### src/rtl/pipeline_trace_unit_pkg.sv
// Shared types and constants for the pipeline trace unit: default widths,
// stage indices and the trace record layout.
package pipeline_trace_pkg;

    localparam int unsigned DEF_PC_W    = 16;
    localparam int unsigned DEF_INSTR_W = 16;
    localparam int unsigned DEF_CYC_W   = 32;
    localparam int unsigned DEF_STALL_W = 4;

    localparam int unsigned STAGE_F = 0;
    localparam int unsigned STAGE_D = 1;
    localparam int unsigned STAGE_X = 2;
    localparam int unsigned STAGE_M = 3;
    localparam int unsigned STAGE_W = 4;

    typedef struct packed {
        logic [DEF_PC_W-1:0]    pc;
        logic [DEF_INSTR_W-1:0] instr;
        logic [DEF_CYC_W-1:0]   fetch_cyc;
        logic [DEF_CYC_W-1:0]   retire_cyc;
        logic [DEF_STALL_W-1:0] stall_cnt;
        logic                   flushed;
    } trace_rec_t;

    function automatic logic [15:0] sat_add16(input logic [15:0] a, input int unsigned b);
        int unsigned s;
        s = 32'(a) + b;
        return (s > 32'hFFFF) ? 16'hFFFF : 16'(s);
    endfunction

endpackage

### src/rtl/pipeline_trace_unit_fifo.sv
// trace_fifo: synchronous FIFO of trace records with a multi-push port.
// Pushes are taken in index order until free space runs out; the rest are reported as drops.
module trace_fifo
    import pipeline_trace_pkg::*;
#(
    parameter type         rec_t  = trace_rec_t,
    parameter int unsigned DEPTH  = 8,
    parameter int unsigned PUSH_N = 1,
    localparam int unsigned AW    = $clog2(DEPTH),
    localparam int unsigned DW    = $clog2(PUSH_N + 1)
)(
    input  logic              clk,
    input  logic              rst_n,
    input  logic [PUSH_N-1:0] push_valid,
    input  rec_t [PUSH_N-1:0] push_rec,
    output logic              out_valid,
    input  logic              out_ready,
    output rec_t              out_rec,
    output logic              full,
    output logic [AW:0]       count,
    output logic [DW-1:0]     drop_n
);

    rec_t              mem [DEPTH];
    logic [AW-1:0]     rd_ptr;
    logic [AW-1:0]     wr_ptr;
    logic              pop;
    logic [PUSH_N-1:0] accept;
    logic [AW-1:0]     waddr [PUSH_N];
    logic [AW:0]       n_acc;

    assign out_valid = (count != '0);
    assign out_rec   = out_valid ? mem[rd_ptr] : '0;
    assign full      = (32'(count) == DEPTH);

    // A pop in the same cycle frees one entry for this cycle's pushes.
    always_comb begin
        int unsigned free;
        int unsigned acc;
        int unsigned drop;
        pop    = out_valid && out_ready;
        free   = DEPTH - 32'(count) + 32'(pop);
        acc    = 0;
        drop   = 0;
        accept = '0;
        for (int unsigned k = 0; k < PUSH_N; k++) begin
            waddr[k] = wr_ptr + AW'(acc);
            if (push_valid[k]) begin
                if (acc < free) begin
                    accept[k] = 1'b1;
                    acc++;
                end else begin
                    drop++;
                end
            end
        end
        n_acc  = (AW+1)'(acc);
        drop_n = DW'(drop);
    end

    always_ff @(posedge clk) begin
        if (!rst_n) begin
            rd_ptr <= '0;
            wr_ptr <= '0;
            count  <= '0;
        end else begin
            for (int unsigned k = 0; k < PUSH_N; k++) begin
                if (accept[k]) mem[waddr[k]] <= push_rec[k];
            end
            wr_ptr <= wr_ptr + AW'(n_acc);
            if (pop) rd_ptr <= rd_ptr + AW'(1);
            count <= count + n_acc - (AW+1)'(pop);
        end
    end

endmodule

### src/rtl/pipeline_trace_unit.sv
// Pipeline trace unit: shadows an in-order pipeline under stall/flush and streams retire records.
// Define TRACE_FLUSH_LOG_EN to also emit records for instructions killed by flush.
module pipeline_trace_unit
    import pipeline_trace_pkg::*;
#(
    parameter int unsigned NUM_STAGES = 5,
    parameter int unsigned STALL_UPTO = 1,
    parameter int unsigned FLUSH_UPTO = 1,
    parameter int unsigned PC_W       = DEF_PC_W,
    parameter int unsigned INSTR_W    = DEF_INSTR_W,
    parameter int unsigned CYC_W      = DEF_CYC_W,
    parameter int unsigned STALL_W    = DEF_STALL_W,
    parameter int unsigned FIFO_DEPTH = 8
)(
    input  logic                              clk,
    input  logic                              rst_n,
    input  logic                              fetch_valid,
    input  logic [PC_W-1:0]                   fetch_pc,
    input  logic [INSTR_W-1:0]                fetch_instr,
    input  logic                              stall,
    input  logic                              flush,
    output logic                              ret_valid,
    input  logic                              ret_ready,
    output logic [PC_W-1:0]                   ret_pc,
    output logic [INSTR_W-1:0]                ret_instr,
    output logic [CYC_W-1:0]                  ret_fetch_cyc,
    output logic [CYC_W-1:0]                  ret_retire_cyc,
    output logic [STALL_W-1:0]                ret_stall_cnt,
    output logic                              ret_flushed,
    output logic [15:0]                       drop_cnt,
    output logic [$clog2(NUM_STAGES+1)-1:0]   occupancy
);

    localparam int unsigned OCC_W = $clog2(NUM_STAGES + 1);
    localparam int unsigned AW    = $clog2(FIFO_DEPTH);
`ifdef TRACE_FLUSH_LOG_EN
    localparam int unsigned PUSH_N = FLUSH_UPTO + 2;
`else
    localparam int unsigned PUSH_N = 1;
`endif
    localparam int unsigned RET_IDX = PUSH_N - 1;
    localparam int unsigned DROP_W  = $clog2(PUSH_N + 1);

    typedef struct packed {
        logic [PC_W-1:0]    pc;
        logic [INSTR_W-1:0] instr;
        logic [CYC_W-1:0]   fetch_cyc;
        logic [CYC_W-1:0]   retire_cyc;
        logic [STALL_W-1:0] stall_cnt;
        logic               flushed;
    } rec_t;

    typedef struct packed {
        logic               valid;
        logic [PC_W-1:0]    pc;
        logic [INSTR_W-1:0] instr;
        logic [CYC_W-1:0]   fetch_cyc;
        logic [STALL_W-1:0] stall_cnt;
    } slot_t;

    slot_t             slots      [NUM_STAGES];
    slot_t             slots_next [NUM_STAGES];
    logic [CYC_W-1:0]  cyc;
    logic [OCC_W-1:0]  occ_next;
    logic [PUSH_N-1:0] push_valid;
    rec_t [PUSH_N-1:0] push_rec;
    rec_t              head;
    logic [DROP_W-1:0] drop_n;
    logic              fifo_full;
    logic [AW:0]       fifo_count;

    // Stamps are cycle numbers: fetch_cyc is the cycle spent in F, retire_cyc the cycle
    // spent in the last stage, so the F-stage stamp is the post-edge counter value.
    always_comb begin
        if (stall && !flush) begin
            slots_next[STAGE_F] = slots[STAGE_F];
            if (slots[STAGE_F].valid && slots[STAGE_F].stall_cnt != '1)
                slots_next[STAGE_F].stall_cnt = slots[STAGE_F].stall_cnt + STALL_W'(1);
        end else begin
            slots_next[STAGE_F] = '{valid: fetch_valid, pc: fetch_pc, instr: fetch_instr,
                                    fetch_cyc: cyc + CYC_W'(1), stall_cnt: '0};
        end
        for (int unsigned i = 1; i < NUM_STAGES; i++) begin
            if (stall && i <= STALL_UPTO && !(flush && i <= FLUSH_UPTO)) begin
                slots_next[i] = slots[i];
                if (slots[i].valid && slots[i].stall_cnt != '1)
                    slots_next[i].stall_cnt = slots[i].stall_cnt + STALL_W'(1);
            end else begin
                // Killed or still-held predecessors leave a bubble behind.
                slots_next[i]       = slots[i-1];
                slots_next[i].valid = slots[i-1].valid
                                      && !(flush && (i - 1) <= FLUSH_UPTO)
                                      && !(stall && (i - 1) <= STALL_UPTO);
            end
        end
    end

    always_comb begin
        int unsigned n;
        n = 0;
        for (int unsigned i = 0; i < NUM_STAGES; i++) n += 32'(slots_next[i].valid);
        occ_next = OCC_W'(n);
    end

    always_comb begin
        push_valid = '0;
        push_rec   = '0;
`ifdef TRACE_FLUSH_LOG_EN
        for (int unsigned k = 0; k <= FLUSH_UPTO; k++) begin
            push_valid[k] = flush && slots[k].valid;
            push_rec[k]   = '{pc: slots[k].pc, instr: slots[k].instr,
                              fetch_cyc: slots[k].fetch_cyc, retire_cyc: cyc,
                              stall_cnt: slots[k].stall_cnt, flushed: 1'b1};
        end
`endif
        push_valid[RET_IDX] = slots[NUM_STAGES-1].valid;
        push_rec[RET_IDX]   = '{pc: slots[NUM_STAGES-1].pc, instr: slots[NUM_STAGES-1].instr,
                                fetch_cyc: slots[NUM_STAGES-1].fetch_cyc, retire_cyc: cyc,
                                stall_cnt: slots[NUM_STAGES-1].stall_cnt, flushed: 1'b0};
    end

    always_ff @(posedge clk) begin
        if (!rst_n) begin
            for (int unsigned i = 0; i < NUM_STAGES; i++) slots[i] <= '0;
            cyc       <= '0;
            drop_cnt  <= '0;
            occupancy <= '0;
        end else begin
            slots     <= slots_next;
            cyc       <= cyc + CYC_W'(1);
            drop_cnt  <= sat_add16(drop_cnt, 32'(drop_n));
            occupancy <= occ_next;
        end
    end

    trace_fifo #(
        .rec_t  (rec_t),
        .DEPTH  (FIFO_DEPTH),
        .PUSH_N (PUSH_N)
    ) u_fifo (
        .clk        (clk),
        .rst_n      (rst_n),
        .push_valid (push_valid),
        .push_rec   (push_rec),
        .out_valid  (ret_valid),
        .out_ready  (ret_ready),
        .out_rec    (head),
        .full       (fifo_full),
        .count      (fifo_count),
        .drop_n     (drop_n)
    );

    assert property (@(posedge clk) disable iff (!rst_n)
        (fifo_full == (32'(fifo_count) == FIFO_DEPTH)) && (32'(fifo_count) <= FIFO_DEPTH));

    assign ret_pc         = head.pc;
    assign ret_instr      = head.instr;
    assign ret_fetch_cyc  = head.fetch_cyc;
    assign ret_retire_cyc = head.retire_cyc;
    assign ret_stall_cnt  = head.stall_cnt;
    assign ret_flushed    = head.flushed;

endmodule
### config.mk
export PLATFORM = sky130hd
export DESIGN_NAME = pipeline_trace_unit
export DESIGN_NICKNAME = d
export VERILOG_FILES = /design/src/rtl/pipeline_trace_unit_pkg.sv /design/src/rtl/pipeline_trace_unit_fifo.sv /design/src/rtl/pipeline_trace_unit.sv
export SDC_FILE = /design/constraint.sdc
export NUM_CORES = 1
export LEC_CHECK = 0
export BUFFER_PORTS_ARGS = -buffer_cell sky130_fd_sc_hd__buf_2
export CAP_MARGIN = 30
export CORE_UTILIZATION = 30
export DETAILED_ROUTE_END_ITERATION = 16
export PLACE_DENSITY_LB_ADDON = 0.3
export SYNTH_ARGS = -nofsm -noshare
export SYNTH_HDL_FRONTEND = slang
export SYNTH_HIERARCHICAL = 1
export SYNTH_SLANG_ARGS = --single-unit
### constraint.sdc
create_clock -name clk -period 35.3 [get_ports clk]
set_input_delay 5.295 -clock clk [delete_from_list [all_inputs] [get_ports clk]]
set_output_delay 5.295 -clock clk [all_outputs]
set_load 0.02 [all_outputs]
# Word level (Yosys, flattened, before mapping)
# Memories as Yosys holds them, arrays and structs flattened. A register that Yosys moved wholly into a read port is not among the register bits.
# Cells that the tools add are included.
[word_totals]
in_bits = 38
word_cells = 80
memories = 1
regBits = 406
out_inout_bits = 121
ram_bits = 800
[classes]
n_mux = 17
eq_ne = 3
magnitude_cmp = 2
n_addsub = 14
n_reduce_logical = 12
[memory_table]
columns = ["name", "words", "width", "read_ports", "rd_ports_with_merged_regs", "write_ports", "line_no", "rtl"]
rows = [
  ["u_fifo.mem", 8, 100, 1, 1, 1, "pipeline_trace_unit_fifo.sv:24", "rec_t mem [DEPTH];"],
]
[op_table]
columns = ["cell", "count"]
rows = [
  ["$mux W69", 2],
  ["$mux W101", 1],
  ["$add A32 B1 Y32", 1],
  ["$add A32 B1 Y32 const B", 1],
  ["$lt A1 B32 Y1 const A", 1],
  ["$add A16 B1 Y17", 1],
  ["$gt A17 B16 Y1 const B", 1],
  ["$mux W16", 1],
  ["$mux W4", 3],
  ["$add A4 B1 Y4 const B", 2],
  ["$logic_and A1 B1 Y1", 8],
  ["$mux W1", 8],
  ["$ne A4 B4 Y1 const B", 2],
  ["$add A3 B1 Y3", 2],
  ["$mux W3", 2],
  ["$sub A4 B4 Y5 const A", 1],
  ["$add A4 B4 Y4", 1],
  ["$reduce_bool A4 Y1", 1],
  ["$sub A4 B1 Y4", 1],
  ["$add A2 B1 Y3", 1],
  ["$add A3 B1 Y3 const B", 1],
  ["$add A3 B3 Y3", 1],
  ["$add A1 B1 Y2", 1],
  ["$logic_not A1 Y1", 2],
  ["2 further kinds", 2],
]

# Logic depth before layout (Yosys ltp)
[logic_depth]
word_depth = 9
ltp_mapped = 20
mapped_depth_nobuf = 19

# Cells and area by module
# The synthesis kept the hierarchy.
[modules_own_cells]
columns = ["mod", "instances", "cells_per_inst", "area_each_um2", "seq_area_each_um2"]
rows = [
  ["trace_fifo", 1, 1375, 31515.2, 24523.5],
  ["pipeline_trace_unit", 1, 1260, 12537.0, 7927.6],
]

# Worst setup path after synthesis
# OpenSTA, ideal clock, no wires.
[synth_path]
path_kind = "in2reg"
start = "input port ret_ready"
end = "memory u_fifo/mem[4][0] in the netlist's numbering (enable)"
t_arrival_ns = 16.701
stages = 8
setup_slack_ns = 17.754
required_ns = 34.455
setup_ns = 0.845
path_buffers = 0
path_cell_list = "nand2_1 -> inv_1 -> ha_1 -> ha_1 -> nand4bb_1 -> nor3_1 -> a22o_1 -> nor4b_1"
[synth_between]
elab_chain_cells = 8
[synth_lines]
columns = ["element", "line_no", "rtl"]
rows = [
  ["start: declaration", "pipeline_trace_unit.sv:23", "input logic ret_ready,"],
  ["$logic_and A1 B1 Y1", "pipeline_trace_unit_fifo.sv:41", "pop = out_valid && out_ready;"],
  ["$add A32 B1 Y32", "pipeline_trace_unit_fifo.sv:42", "free = DEPTH - 32'(count) + 32'(pop);"],
  ["$lt A1 B32 Y1", "pipeline_trace_unit_fifo.sv:49", "if (acc < free) begin"],
  ["$mux W1", "pipeline_trace_unit_fifo.sv:49", ""],
  ["$mux W1", "pipeline_trace_unit_fifo.sv:48", "if (push_valid[k]) begin"],
  ["$mux W1", "pipeline_trace_unit_fifo.sv:68", "if (accept[k]) mem[waddr[k]] <= push_rec[k];"],
  ["$mux W1", "pipeline_trace_unit_fifo.sv:62", "if (!rst_n) begin"],
  ["$mux W1 (implied by the code)", "pipeline_trace_unit_fifo.sv:68", ""],
  ["end: declaration", "pipeline_trace_unit_fifo.sv:24", ""],
]
# Every way passes these cells.

==> run metrics <==
CTS Sinks 1217; post-CTS setup buffers 0; CP required 30.00 ns; status complete, no violations; static leakage 16.78 nW; max_slew headroom 35.25%; DRT iter0 DRCs 1185; largest net degree at the start of global routing 118; FF-to-FF End u_fifo/mem[3][98]; Root Driver clkbuf_16; Port Buffers 158; Syn-to-layout area delta 16.73%; setup slack, reg-to-reg 29.28 ns; die area 148400 µm²; Max Fanout on Critical Path 36; DR pass1 iterations 4; routability cong. 0.7404; crit path capture type primary output; final hold viol count 0; Cell Area, Synth 44050 µm²; initial antenna violation count 2; number of global-route vias before repair 22550; Min Hold Slack 0.4129 ns; Worst Setup EP ret_pc[3]; sequential share of power 43.3%; WL final 99070 µm; unrepaired setup endpoints after global routing false; Register-to-Register Path Depth 15; setup ws final 25.54 ns; Layout fillers 13870; fin crit period 9.756 ns; Worst R2R Start u_fifo/count[2]; post-cts resize count 0; clock-pin slew on the worst setup and hold paths 0.06 ns; first-pass GRT wire length 147600 µm; Post-Syn Instances 2634; worst-margin pin slew 0.9712 ns; die height 385.2 µm; fmax 102.5 MHz; WS Path Type flop to primary output; row cnt 140; Initial Util 30.22%; combinational power share 17.9%; syn avg cell area 16.72 µm²; Power Dens Cells 69.47 nW/µm²; final cycle utilization of the critical path 27.64%; GRT Overall Usage 13.38%; CTS Hold Bufs 0; die width 385.2 µm; clock buffer count from CTS 131; clk buf depth 3; hpwl dp 58120 µm; CP Launch Type flop; hold crit path type flop to flop; I/O pin count 159; vias per cell 4.504; clock skew 0.02853 ns; Peak VDD IR 0.00004741 V; fin nets 2887; Switch Pwr 0.9780 mW; share of cells above drive strength 1 21.08%; Wirelength per Cell 20.40 µm; # setup viols final 0; Clk pwr share 38.8%; Net Sw Frac 27.38%; via count 21870; Slew Viols, Final 0; core box area 145700 µm²; pre-CTS setup slack 25.94 ns; max-cap check violation count 0; Residual DRC 0; TNS Setup 0 ns; CTS tree built; Worst-Skew Late Latency 0.74 ns; Int Power 2.594 mW; remaining antenna violation count 0; Ys Warns 6; H-tree depth 4; grt total ovfl 0; Arrival @ worst endpoint 4.46 ns
==> area by class of cell <==
class	instances	area, µm²	share of cell area [%]
timing repair buffer	195	1192	2.319
clock inverter	51	701.9	1.365
multi-input combinational	1266	10860	21.12
tap	1917	2399	4.665
sequential	1217	32460	63.14
inverter	15	61.31	0.1192
clock buffer	193	3732	7.259
antenna	3	7.507	0.01460
==> worst min-delay path by stage <==
stage / endpoint / cells past startpoint / from
2_1_floorplan: push_rec[100] / 1 / slots[136]
3_3_place_gp: slots[136] / 1 / slots[205]
3_5_place_dp: slots[82] / 1 / slots[151]
4_1_cts: push_rec[2] / 1 / slots[70]
5_1_grt: push_rec[2] / 1 / slots[70]
6_report: push_rec[2] / 1 / slots[70]
==> worst max-delay path, stage by stage (launching register included) <==
cell and delay [ns]:
dfxtp_4 0.90, buf_4 0.72, buf_4 0.68, mux4_2 0.58, mux2i_1 0.49, nor2_1 0.08, buf_2 0.20
==> power by group through the flow <==
stage / Clock (mW) / Combinational, mW / Sequential [mW]
after CTS: 1.42 / 0.670 / 1.55
final: 1.39 / 0.640 / 1.55
after detailed placement: 0 / 0.668 / 1.58
after global placement: 0 / 0.668 / 1.58
after global routing: 1.48 / 0.700 / 1.55
after floorplan: 0 / 0.475 / 1.55
==> flip-flops by register name, summed over array words and instances (netlist names), named ones only <==
| signal | count |
|---|---|
| slots | 276 |
| drop_cnt | 16 |
| push_rec | 68 |
| cyc | 32 |
| occupancy | 3 |
| u_fifo/count | 4 |
| u_fifo/wr_ptr | 3 |
| u_fifo/mem | 808 |
| u_fifo/rd_ptr | 3 |
| push_valid | 1 |
==> layout by cell type (no fill, tap or decap), types with 3 or more instances in the layout <==
cell        instances
nand4_1            13
xor2_1             31
ha_1               20
bufinv_16          11
clkinvlp_4          3
clkbuf_8           15
and3_1              6
buf_2             157
a21oi_1           137
nor2_1            159
dfxtp_4             3
edfxtp_1          808
nor3_1              9
a211oi_1            7
nand2_1           223
inv_1              14
buf_16              4
diode_2             3
nand3_1            22
nor4_2              3
conb_1              8
clkinv_1            6
clkinv_2           15
clkinv_8            6
and4_1              5
clkbuf_1           42
o22a_1              4
dfxtp_1           406
buf_12              3
nor3_2              3
inv_16              4
clkbuf_16         134
mux2i_1           105
fa_1                3
inv_6               6
buf_4              30
and2_1            225
xnor2_1            17
mux4_2            202
o21ai_0            22
==> layer usage <==
metal | routed length (µm) | GRT usage, %
met5 | 0 | 0
met4 | 2012 | 3.821
met3 | 3160 | 2.213
met2 | 47510 | 21.66
met1 | 46390 | 18.48
==> stage by stage <==
step	cell area, µm²	utilization (%)	total power, mW	cells
6_report	51410	35.28	3.572	4857
5_1_grt	51410	35.27	3.730	4854
3_3_place_gp	46860	32.15	2.245	4606
4_1_cts	51320	35.22	3.642	4851
2_1_floorplan	44070	-	2.029	2641
3_5_place_dp	46890	32.17	2.246	4607
(Power assumes the default switching activity.)
